[config.mk]
export PLATFORM = sky130hd
export DESIGN_NAME = noise_channel_ctrl
export DESIGN_NICKNAME = d
export VERILOG_FILES = /design/src/rtl/noise_channel_ctrl.sv
export SDC_FILE = /design/constraint.sdc
export NUM_CORES = 1
export LEC_CHECK = 0
export CORE_MARGIN = 2
export CORE_UTILIZATION = 27
export DETAILED_ROUTE_END_ITERATION = 10
export DONT_BUFFER_PORTS = 1
export PLACE_DENSITY = 0.47
export SLEW_MARGIN = 10
export SYNTH_ARGS = -nofsm -noshare
export SYNTH_HDL_FRONTEND = slang
export SYNTH_SLANG_ARGS = --single-unit
[constraint.sdc]
create_clock -name clk -period 2.96 [get_ports clk]
set_input_delay 0.592 -clock clk [delete_from_list [all_inputs] [get_ports clk]]
set_output_delay 0.592 -clock clk [all_outputs]
set_load 0.01 [all_outputs]
[src/rtl/noise_channel_ctrl.sv]
// APU noise channel: period timer, envelope and length gating of the noise bit.
// Build with NOISE_MODE_EN defined to add the addr1[7] short-mode tap (rand_i[0]^rand_i[6]).
module noise_channel_ctrl #(
  parameter int PERIOD_SHIFT = 4,
  parameter int LEN_W        = 8
) (
  input  logic       clk,
  input  logic       rst_n,
  input  logic       reg_wr,
  input  logic [1:0] reg_addr,
  input  logic [7:0] reg_wdata,
  input  logic       qtr_tick,
  input  logic       half_tick,
  input  logic [7:0] rand_i,
  output logic       lfsr_en,
  output logic [3:0] sample_o,
  output logic       active_o
);

  localparam int TW = 4 + PERIOD_SHIFT;
  localparam logic [TW-1:0]    T_ONE = TW'(1);
  localparam logic [LEN_W-1:0] L_ONE = LEN_W'(1);

  logic             enable;
  logic             halt;
  logic             const_vol;
  logic [3:0]       vol_param;
  logic [3:0]       period_idx;
  logic [TW-1:0]    timer;
  logic             noise_bit;
  logic             env_start;
  logic [3:0]       decay;
  logic [3:0]       env_div;
  logic [LEN_W-1:0] length;

  logic [TW:0]   reload_full;
  logic [TW-1:0] reload;
  logic          sel_bit;
  logic          wr0;
  logic          wr1;
  logic          wr3;
  logic          len_ld;
  logic          len_clr;
  logic [3:0]    volume;

  assign wr0     = reg_wr && (reg_addr == 2'd0);
  assign wr1     = reg_wr && (reg_addr == 2'd1);
  assign wr3     = reg_wr && (reg_addr == 2'd3);
  assign len_ld  = reg_wr && (reg_addr == 2'd2) && enable;
  assign len_clr = wr3 && !reg_wdata[0];

  assign reload_full = ({{(TW-3){1'b0}}, period_idx} + 1'b1) << PERIOD_SHIFT;
  assign reload      = reload_full[TW-1:0] - T_ONE;
  assign volume      = const_vol ? vol_param : decay;
  assign lfsr_en     = enable;

`ifdef NOISE_MODE_EN
  logic mode;
  logic unused_rand;
  assign unused_rand = ^{rand_i[7], rand_i[5:1]};
  assign sel_bit     = rand_i[0] ^ (mode & rand_i[6]);

  // Short-mode select, written through addr1[7]
  always_ff @(posedge clk or negedge rst_n) begin
    if (!rst_n)   mode <= 1'b0;
    else if (wr1) mode <= reg_wdata[7];
  end
`else
  logic unused_rand;
  assign unused_rand = ^rand_i[7:1];
  assign sel_bit     = rand_i[0];
`endif

  // Control registers written over the register port
  always_ff @(posedge clk or negedge rst_n) begin
    if (!rst_n) begin
      enable     <= 1'b0;
      halt       <= 1'b0;
      const_vol  <= 1'b0;
      vol_param  <= 4'd0;
      period_idx <= 4'd0;
    end else begin
      if (wr0) begin
        halt      <= reg_wdata[5];
        const_vol <= reg_wdata[4];
        vol_param <= reg_wdata[3:0];
      end
      if (wr1) period_idx <= reg_wdata[3:0];
      if (wr3) enable     <= reg_wdata[0];
    end
  end

  // Period timer; resamples the noise bit on each reload
  always_ff @(posedge clk or negedge rst_n) begin
    if (!rst_n) begin
      timer     <= '0;
      noise_bit <= 1'b0;
    end else if (!enable) begin
      timer <= '0;
    end else if (timer == '0) begin
      timer     <= reload;
      noise_bit <= sel_bit;
    end else begin
      timer <= timer - T_ONE;
    end
  end

  // Volume envelope clocked by the quarter-frame tick
  always_ff @(posedge clk or negedge rst_n) begin
    if (!rst_n) begin
      env_start <= 1'b0;
      decay     <= 4'd0;
      env_div   <= 4'd0;
    end else if (qtr_tick) begin
      if (env_start || len_ld) begin
        env_start <= 1'b0;
        decay     <= 4'd15;
        env_div   <= vol_param;
      end else if (env_div == 4'd0) begin
        env_div <= vol_param;
        if (decay != 4'd0) decay <= decay - 4'd1;
        else if (halt)     decay <= 4'd15;
      end else begin
        env_div <= env_div - 4'd1;
      end
    end else if (len_ld) begin
      env_start <= 1'b1;
    end
  end

  // Length counter: clear beats load beats decrement
  always_ff @(posedge clk or negedge rst_n) begin
    if (!rst_n)                                length <= '0;
    else if (len_clr)                          length <= '0;
    else if (len_ld)                           length <= LEN_W'(reg_wdata);
    else if (half_tick && !halt && length != '0) length <= length - L_ONE;
  end

  // Registered mixer sample and activity flag
  always_ff @(posedge clk or negedge rst_n) begin
    if (!rst_n) begin
      sample_o <= 4'd0;
      active_o <= 1'b0;
    end else begin
      sample_o <= (length == '0 || noise_bit) ? 4'd0 : volume;
      active_o <= (length != '0);
    end
  end

endmodule

# After elaboration in Yosys (flattened, before gate mapping)
# Cells that the tools add are included.
[word_totals] ff_bits=42 input_bits=23 output_inout_bits=6 word_cells=64
[classes] add_sub_neg=6 mux=16 n_reduce_logical=25 n_eq_ne=4
[op_table] op="2-to-1 mux 8 bit" count=5
[op_table] op="2-to-1 mux 4 bit" count=8
[op_table] op="subtractor 8 x 1 -> 8 bit, second input constant" count=3
[op_table] op="zero test 8 bit" count=2
[op_table] op="logical AND 1 bit" count=8
[op_table] op="nonzero test 8 bit" count=1
[op_table] op="subtractor 4 x 1 -> 4 bit, second input constant" count=2
[op_table] op="nonzero test 3 bit" count=2
[op_table] op="adder 4 x 1 -> 4 bit, second input constant" count=1
[op_table] op="== test 2 bit, second input constant" count=2
[op_table] op="zero test 4 bit" count=1
[op_table] op="AND reduction 2 bit" count=2
[op_table] op="nonzero test 2 bit" count=2
[op_table] op="nonzero test 4 bit" count=1
[op_table] op="2-to-1 mux 1 bit" count=3
[op_table] op="AND reduction 3 bit" count=1
[op_table] op="== test 2 x 1 -> 1 bit, second input constant" count=1
[op_table] op="zero test 1 bit" count=2
[op_table] op="zero test 2 bit" count=1
[op_table] op="logical OR 1 bit" count=2
[op_table] op="!= test 2 x 1 -> 1 bit, second input constant" count=1

# Depth between registers and ports, before layout
# Gate-level depths: netlist of the first run.
[depth] depth_word=6 mapped_depth=8 depth_no_buf=7

# Least setup slack after synthesis of the first run
# Ideal clock, no wire load.
[synth_path] path_type="reg-to-reg" from="reg decay[0]" to="reg decay[2]" setup_slack_ns=1.106 path_stages_with_launch=8 period_less_slack_ns=1.854 n_path_buf=0 setup_ns=0.065 required_ns=2.895 arrival_ns=1.789 path_cell_list="dfrtp_1 -> inv_1 -> ha_1 -> or3b_2 -> o21a_1 -> and3_1 -> a31oi_1 -> o21a_1"
[synth_via] elab_chain_len=4 elab_cells_between_ends=7 classes_between="1 x add/sub; 3 x mux; 3 x reduce/logical"
[synth_lines] item="from (decl)" line_no="32" rtl="logic [3:0] decay;"
[synth_lines] item="from (signal assigned)" line_no="121" rtl="if (decay != 4'd0) decay <= decay - 4'd1;"
[synth_lines] item="subtractor 4 x 1 -> 4 bit / nonzero test 4 bit (equally long branches)" line_no="121"
[synth_lines] item="2-to-1 mux 4 bit" line_no="121"
[synth_lines] item="2-to-1 mux 4 bit" line_no="119" rtl="end else if (env_div == 4'd0) begin"
[synth_lines] item="2-to-1 mux 4 bit" line_no="115" rtl="if (env_start || len_ld) begin"
# Parallel ways exist; a longest one is shown, timed or not. The select of a mux whose other input is x is not followed.
# A chain may end at the register's enable or synchronous reset.

# Worst setup path in the final report of the first run
[layout_path] from="reg length[1]" to="reg length[1]"
[layout_via] elab_chain_len=4 elab_cells_between_ends=7 classes_between="1 x add/sub; 3 x mux; 3 x reduce/logical"
[layout_lines] item="from (decl)" line_no="34" rtl="logic [LEN_W-1:0] length;"
[layout_lines] item="from (signal assigned)" line_no="135" rtl="else if (len_ld) length <= LEN_W'(reg_wdata);"
[layout_lines] item="from (signal assigned)" line_no="136" rtl="else if (half_tick && !halt && length != '0) length <= length - L_ONE;"
[layout_lines] item="subtractor 8 x 1 -> 8 bit" line_no="136"
[layout_lines] item="2-to-1 mux 8 bit" line_no="136"
[layout_lines] item="2-to-1 mux 8 bit" line_no="135"
[layout_lines] item="2-to-1 mux 8 bit" line_no="134" rtl="else if (len_clr) length <= '0;"
# Parallel ways exist; a longest one is shown, timed or not. The select of a mux whose other input is x is not followed.

==> impl_metrics.json, run 1 <==
{
  "vias_per_cell": 4.83,
  "post_drt_wl_per_cell_um": 14.7,
  "reg2reg_depth": 7,
  "synthSimpleGateAreaFrac_pct": 16.7,
  "synthMuxAreaShare_pct": 9.68,
  "grt_pass1_vias": 1493,
  "drive_above_1_share_pct": 14.7,
  "worst-path-max-fanout": 8,
  "drtIter0Drc": 77,
  "fin_hold_ws_ns": 0.118,
  "synth-adder-area-share_pct": 3.44,
  "route.detailed.drc": 0,
  "cap_violations": 0,
  "power_mw": 2.11,
  "clock_skew_ns": 0.00864,
  "r2r_start": "length[1]$_DFFE_PN0P_",
  "power_density_nw_per_um2": 876,
  "clockRootBuffer": "clkbuf_8",
  "clkLatencyLatePin_ns": 0.30,
  "synth_compound_area_share_pct": 14.4,
  "cp-endpoint": "length[1]$_DFFE_PN0P_",
  "io_buffers": 0,
  "irDropWorstVdd_mv": 0.251,
  "grtUsageTotal_pct": 11.5,
  "synth_top_area_cell": "dfrtp_1",
  "h-tree-depth": 2,
  "fin_crit_ns": 2.11,
  "async_flop_share_pct": 100,
  "vias": 1511,
  "synth_top_family_by_area": "simple AND/OR/NAND/NOR gates",
  "finalHoldViolCount": 0,
  "start_util_pct": 28.1,
  "worstSetupStartpoint": "length[1]$_DFFE_PN0P_",
  "nets": 239,
  "startpoint_type": "flip-flop",
  "r2r-end": "length[1]$_DFFE_PN0P_",
  "core-area_um2": 7770,
  "fmax_mhz": 474,
  "met1_usage_pct": 15.8,
  "overflow": 0,
  "grtUsageMet2_pct": 16.7,
  "crit_type": "reg -> reg",
  "synth_area_leaders": "dfrtp_1 48%, mux2_2 6.7%, ha_1 3.4%",
  "clock_sinks": 42,
  "drv_slew": 0,
  "die_w_um": 93.9,
  "finalCritPeriodShare_pct": 71.3,
  "yosysUniqueCellTypes": 45,
  "yosys_warnings": 0,
  "areaGrowthSynthToFinish_pct": 10.2,
  "numCtsBuffers": 5,
  "cts_tree": "built",
  "routed_wl_um": 4610,
  "syn_nets": 236,
  "seq_area_frac_synth_pct": 48.1,
  "grt_max_degree": 43,
  "finalWeightedCongestion": 0.768,
  "worst-slew-pin-transition_ns": 0.639,
  "drtAntennaViolNets": 0,
  "post-dp-hpwl_um": 3280,
  "setup-tns-final_ns": 0,
  "status": "completed",
  "yosys.area.top_type_share_pct": 48.1,
  "busiest_layer": "met2",
  "hp-class": "in -> async",
  "synth.avg_cell_area_um2": 10.5,
  "core.rowCount": 32,
  "finalSetupViolations": 0,
  "cts_buffer_depth": 2,
  "rsz0062_at_grt": "no",
  "endpoint_kind": "flip-flop",
  "drtPass1Iterations": 4,
  "yosys.area_share.xor_xnor_pct": 4.41,
  "max_slew_margin_pct": 57.0,
  "reg2reg_slack_ns": 0.85,
  "ys.flop_type": "dfrtp_1",
  "use_met3_pct": 4.09,
  "synth_top_cells_by_count": "42 x dfrtp_1, 14 x nand2_1, 13 x mux2_2, 13 x nor3_1, 11 x inv_1",
  "antenna_cells": 0,
  "grt_first_pass_wirelength_um": 7690,
  "netlist_instances": 207,
  "ios": 29,
  "critPathArrivalTime_ns": 2.34,
  "synth-seq-cells": 42,
  "clkTransAtPathRegs_ns": 0.09,
  "syn_area_um2": 2180,
  "leakage_nw": 1.03,
  "ctsResizeCount": 0,
  "fp.dieH_um": 93.9,
  "die_area_um2": 8820,
  "yosysMostFrequentCell": "dfrtp_1",
  "crit_required_ns": 3.19,
  "antenna_found_initial": 0,
  "synth_edf_count": 0
}
logic make-up after synthesis:
logic type / Yosys count
multiplexers: 19
AO/OA/AOI/OAI: 47
flip-flops: 42
XOR/XNOR: 11
adder cells (fa/ha/maj): 6
buffers and inverters: 17
AND/OR/NAND/NOR: 65
final cells by class:
cell class,instances,area (µm²)
Clock buffer,5,68.8
Multi-Input combinational cell,148,1060
Tap cell,102,128
Clock inverter,3,21.3
Fill cell,837,5360
Timing Repair Buffer,2,35.0
Inverter,11,41.3
Sequential cell,42,1050
flip-flops by register name, summed over array words and instances, names as in the netlist:
name	cells
active_o	1
const_vol	1
decay	4
env_div	4
env_start	1
halt	1
length	8
lfsr_en	1
noise_bit	1
period_idx	4
sample_o	4
timer	8
vol_param	4
worst min path at each step:
| stage | slack (ns) | start | to | cells after the start |
|---|---|---|---|---|
| 2_1_floorplan | 0.30 | rst_n | active_o$_DFF_PN0_ | 0 |
| 3_3_place_gp | 0.30 | rst_n | timer[2]$_DFF_PN0_ | 0 |
| 3_5_place_dp | 0.30 | rst_n | timer[2]$_DFF_PN0_ | 0 |
| 4_1_cts | 0.12 | rst_n | timer[2]$_DFF_PN0_ | 1 |
| 5_1_grt | 0.11 | rst_n | timer[0]$_DFF_PN0_ | 1 |
| 6_report | 0.12 | rst_n | timer[0]$_DFF_PN0_ | 1 |
metal layers:
layer / vias to the layer above / wire (µm) / part of all wire [%]
met5: - / 0 / 0
li1: 749 / - / -
met1: 724 / 2240 / 49
met2: 33 / 2030 / 44
met4: 0 / 55 / 1.2
met3: 5 / 280 / 6.1
layout by cell type (no fill, tap or decap), types with 4 or more instances in the layout:
cell / count
ha_1: 6
mux2i_1: 5
dfrtp_1: 42
o21a_1: 4
o22ai_1: 4
a31oi_1: 4
nor3_1: 13
a211oi_1: 4
xor2_1: 5
mux2_2: 13
nand2_1: 14
a21oi_1: 10
nor2_1: 10
xnor2_1: 6
inv_1: 11
nand3_1: 5
o21ai_0: 6
clkbuf_8: 5
stage by stage:
stage | instance area (µm²) | std cells | setup slack, ns | utilization [%]
2_1_floorplan | 2180 | 207 | 1.11 | -
3_3_place_gp | 2290 | 304 | 0.865 | 29.5
3_5_place_dp | 2290 | 304 | 0.844 | 29.5
4_1_cts | 2410 | 313 | 0.828 | 31.0
5_1_grt | 2410 | 313 | 0.692 | 31.0
6_report | 2410 | 313 | 0.850 | 31.0
report_power, final:
group	leakage, nW	internal (mW)	switching, mW	total [mW]
combinational	0.478	0.386	0.356	0.742
sequential	0.507	0.777	0.208	0.986
clock	0.0441	0.166	0.214	0.380
total	1.03	1.33	0.778	2.11
critical path, cell delays in order, from the launching register on:
cell and delay [ns]:
dfrtp_1 0.39, inv_1 0.08, ha_1 0.16, or4b_4 0.48
nor2b_2 0.37, nor3b_2 0.12, mux2_4 0.32, o21ai_2 0.12
what timing repair did:
| action | 4_1_cts | 5_1_grt |
|---|---|---|
| hold endpoints to repair | 42 | 0 |
| setup buffers | 0 | 0 |
| setup endpoints to repair | 0 | 0 |
| hold buffers | 1 | 0 |
No activity file was read; power rests on OpenSTA's default activity.
==> inputs of run 2 (changes only) <==
Settings changed: PLACE_DENSITY 0.47 to 0.49.
Clock period 2.96 ns to 1.8 ns, I/O delays scaled along.
==> run 2 against run 1 <==
The flow now finishes with violations (setup timing). Design area up 11%. Worst hold slack got worse by 0.00089 ns. Largest power group unchanged. Clock power is 150% higher. First-iteration DRC count shrank 48%. Sequential share of layout area decreased by 4.5 points.
==> impl_metrics.json, run 2 (synthesis gave the netlist of run 1 again) <==
{
  "vias_per_cell": 4.79,
  "clock_sinks": 42,
  "reg2reg_depth": 7,
  "antenna_found_initial": 0,
  "route.detailed.drc": 0,
  "grt_max_degree": 43,
  "fillers": 812,
  "rsz0062_at_grt": "yes",
  "r2r-end": "length[1]$_DFFE_PN0P_",
  "fin_hold_ws_ns": 0.117,
  "io_buffers": 0,
  "drv_slew": 0,
  "finalCritPeriodShare_pct": 101,
  "endpoint_kind": "flip-flop",
  "crit_type": "reg -> reg",
  "nets": 260,
  "clkLatencyLatePin_ns": 0.31,
  "min_path_cells": 1,
  "status": "complete, but fails checks",
  "drtIter0Drc": 40,
  "pre_cts_slack_ns": -0.131,
  "areaGrowthSynthToFinish_pct": 22.8,
  "vias": 1600,
  "fp.dieH_um": 93.9,
  "min_to": "env_start$_DFFE_PN0P_",
  "p_int_mw": 2.73,
  "p_sw_mw": 1.38,
  "core.rowCount": 32,
  "overflow": 0,
  "r2r_start": "length[1]$_DFFE_PN0P_",
  "leakage_nw": 1.16,
  "final_cell_mix": "42 x dfrtp_1, 21 x buf_4, 14 x nand2_1",
  "hp-start": "qtr_tick",
  "startpoint_type": "flip-flop",
  "post_drt_wl_per_cell_um": 14.7,
  "max_slew_margin_pct": 67.7,
  "die_area_um2": 8820,
  "setup_ws_ns": -0.0192,
  "routed_wl_um": 4920,
  "clkTransAtPathRegs_ns": 0.08,
  "fin_crit_ns": 1.82,
  "combPwrFrac_pct": 38.5,
  "worst-slew-pin-transition_ns": 0.482,
  "core-area_um2": 7770,
  "drive_above_1_share_pct": 26.3,
  "cap_violations": 0,
  "worst-path-max-fanout": 4,
  "worstPathCellList": "inv_2, ha_4, or4b_4, nor2b_4, nor3b_4, mux2_4, o21ai_2",
  "critPathArrivalTime_ns": 2.05,
  "clock_power_share_pct": 23.0,
  "clock_skew_ns": 0.00999,
  "ios": 29,
  "fmax_mhz": 550,
  "cts_tree": "built",
  "finalWeightedCongestion": 0.787,
  "reg2reg_slack_ns": -0.02,
  "h-tree-depth": 2,
  "seqPwrFrac_pct": 38.4,
  "crit_required_ns": 2.04,
  "finalHoldViolCount": 0,
  "grt_first_pass_wirelength_um": 8270,
  "power_density_nw_per_um2": 1530,
  "violations": "setup timing",
  "die_w_um": 93.9,
  "finalSetupViolations": 2,
  "cts_buffer_depth": 2,
  "final_common_cell": "dfrtp_1",
  "hp-class": "in -> reg",
  "drtPass1Iterations": 4,
  "irDropWorstVdd_mv": 0.532,
  "critPathSlowestCell": "or4b_4",
  "top_regs": "length: 8 flops, timer: 8 flops",
  "clockRootBuffer": "clkbuf_8",
  "start_util_pct": 28.1,
  "grtUsageTotal_pct": 12.2,
  "p_sw_share_pct": 33.6,
  "drtAntennaViolNets": 0,
  "post-dp-hpwl_um": 3470,
  "grt_pass1_vias": 1653,
  "max_stage_delay_ns": 0.47,
  "antenna_cells": 0,
  "numCtsBuffers": 5
}
## run 2: metal layers
layer  track usage, %  vias to the layer above  part of all wire (%)
met1             16.7                      769                    50
li1                 -                      794                     -
met4             3.62                        0                   1.7
met5                0                        -                     0
met2             18.8                       29                    46
met3             3.61                        8                   2.6
## run 2: worst max-delay path by stage
stage,from,to,slack [ns],cells after the start
after global routing,length[1]$_DFFE_PN0P_,length[1]$_DFFE_PN0P_,-0.10,7
after CTS,length[1]$_DFFE_PN0P_,length[1]$_DFFE_PN0P_,-0.009,7
after global placement,length[1]$_DFFE_PN0P_,length[1]$_DFFE_PN0P_,-0.09,7
after floorplan,length[0]$_DFFE_PN0P_,length[1]$_DFFE_PN0P_,-0.02,8
final,length[1]$_DFFE_PN0P_,length[1]$_DFFE_PN0P_,-0.02,7
after detailed placement,length[1]$_DFFE_PN0P_,length[1]$_DFFE_PN0P_,-0.13,7
## run 2: cell type report
| class | instances | area [µm²] | share of cell area, % |
|---|---|---|---|
| multi-input cells | 148 | 1120 | 41.9 |
| flip-flops and latches | 42 | 1050 | 39.2 |
| repair buffers | 23 | 195 | 7.28 |
| well taps | 102 | 128 | 4.76 |
| clock buffers | 6 | 82.6 | 3.08 |
| clock inverters | 2 | 60.1 | 2.24 |
| inverters | 11 | 41.3 | 1.54 |
## run 2: through the flow
stage	std cells	instance area, µm²	TNS [ns]	total power, mW	util [%]
floorplan	207	2200	-0.0186	2.60	-
global placement	318	2410	-0.207	2.98	31.0
detailed placement	318	2410	-0.317	3.00	31.0
CTS	330	2630	-0.00893	4.05	33.8
global route	334	2680	-0.348	4.44	34.5
finish	334	2680	-0.0230	4.10	34.5
## run 2: repair_timing
item | 4_1_cts | 5_1_grt
buffers inserted | 2 | 4
setup endpoints to repair | 6 | 7
gates resized for setup | 4 | 6
endpoints found under the hold margin | 42 | 0
pin swaps | 3 | 8
hold buffers | 2 | 0
## run 2: power by group through the flow
stage                     sequential [mW]  clock (mW)  combinational (mW)
final                                1.58       0.945                1.58
after global placement               1.58           0                1.40
after global routing                 1.63       0.998                1.81
after detailed placement             1.59           0                1.41
after floorplan                      1.54           0                1.06
after CTS                            1.58       0.970                1.51
## run 2: critical path, delay by kind of cell (launching register included)
family	cells	cell delay, ns
buffers and inverters	1	0.09
muxes	1	0.30
DFF	1	0.41
adders and majority gates	1	0.14
AOI/OAI and AO/OA	1	0.10
and+or+nand+nor	3	0.72
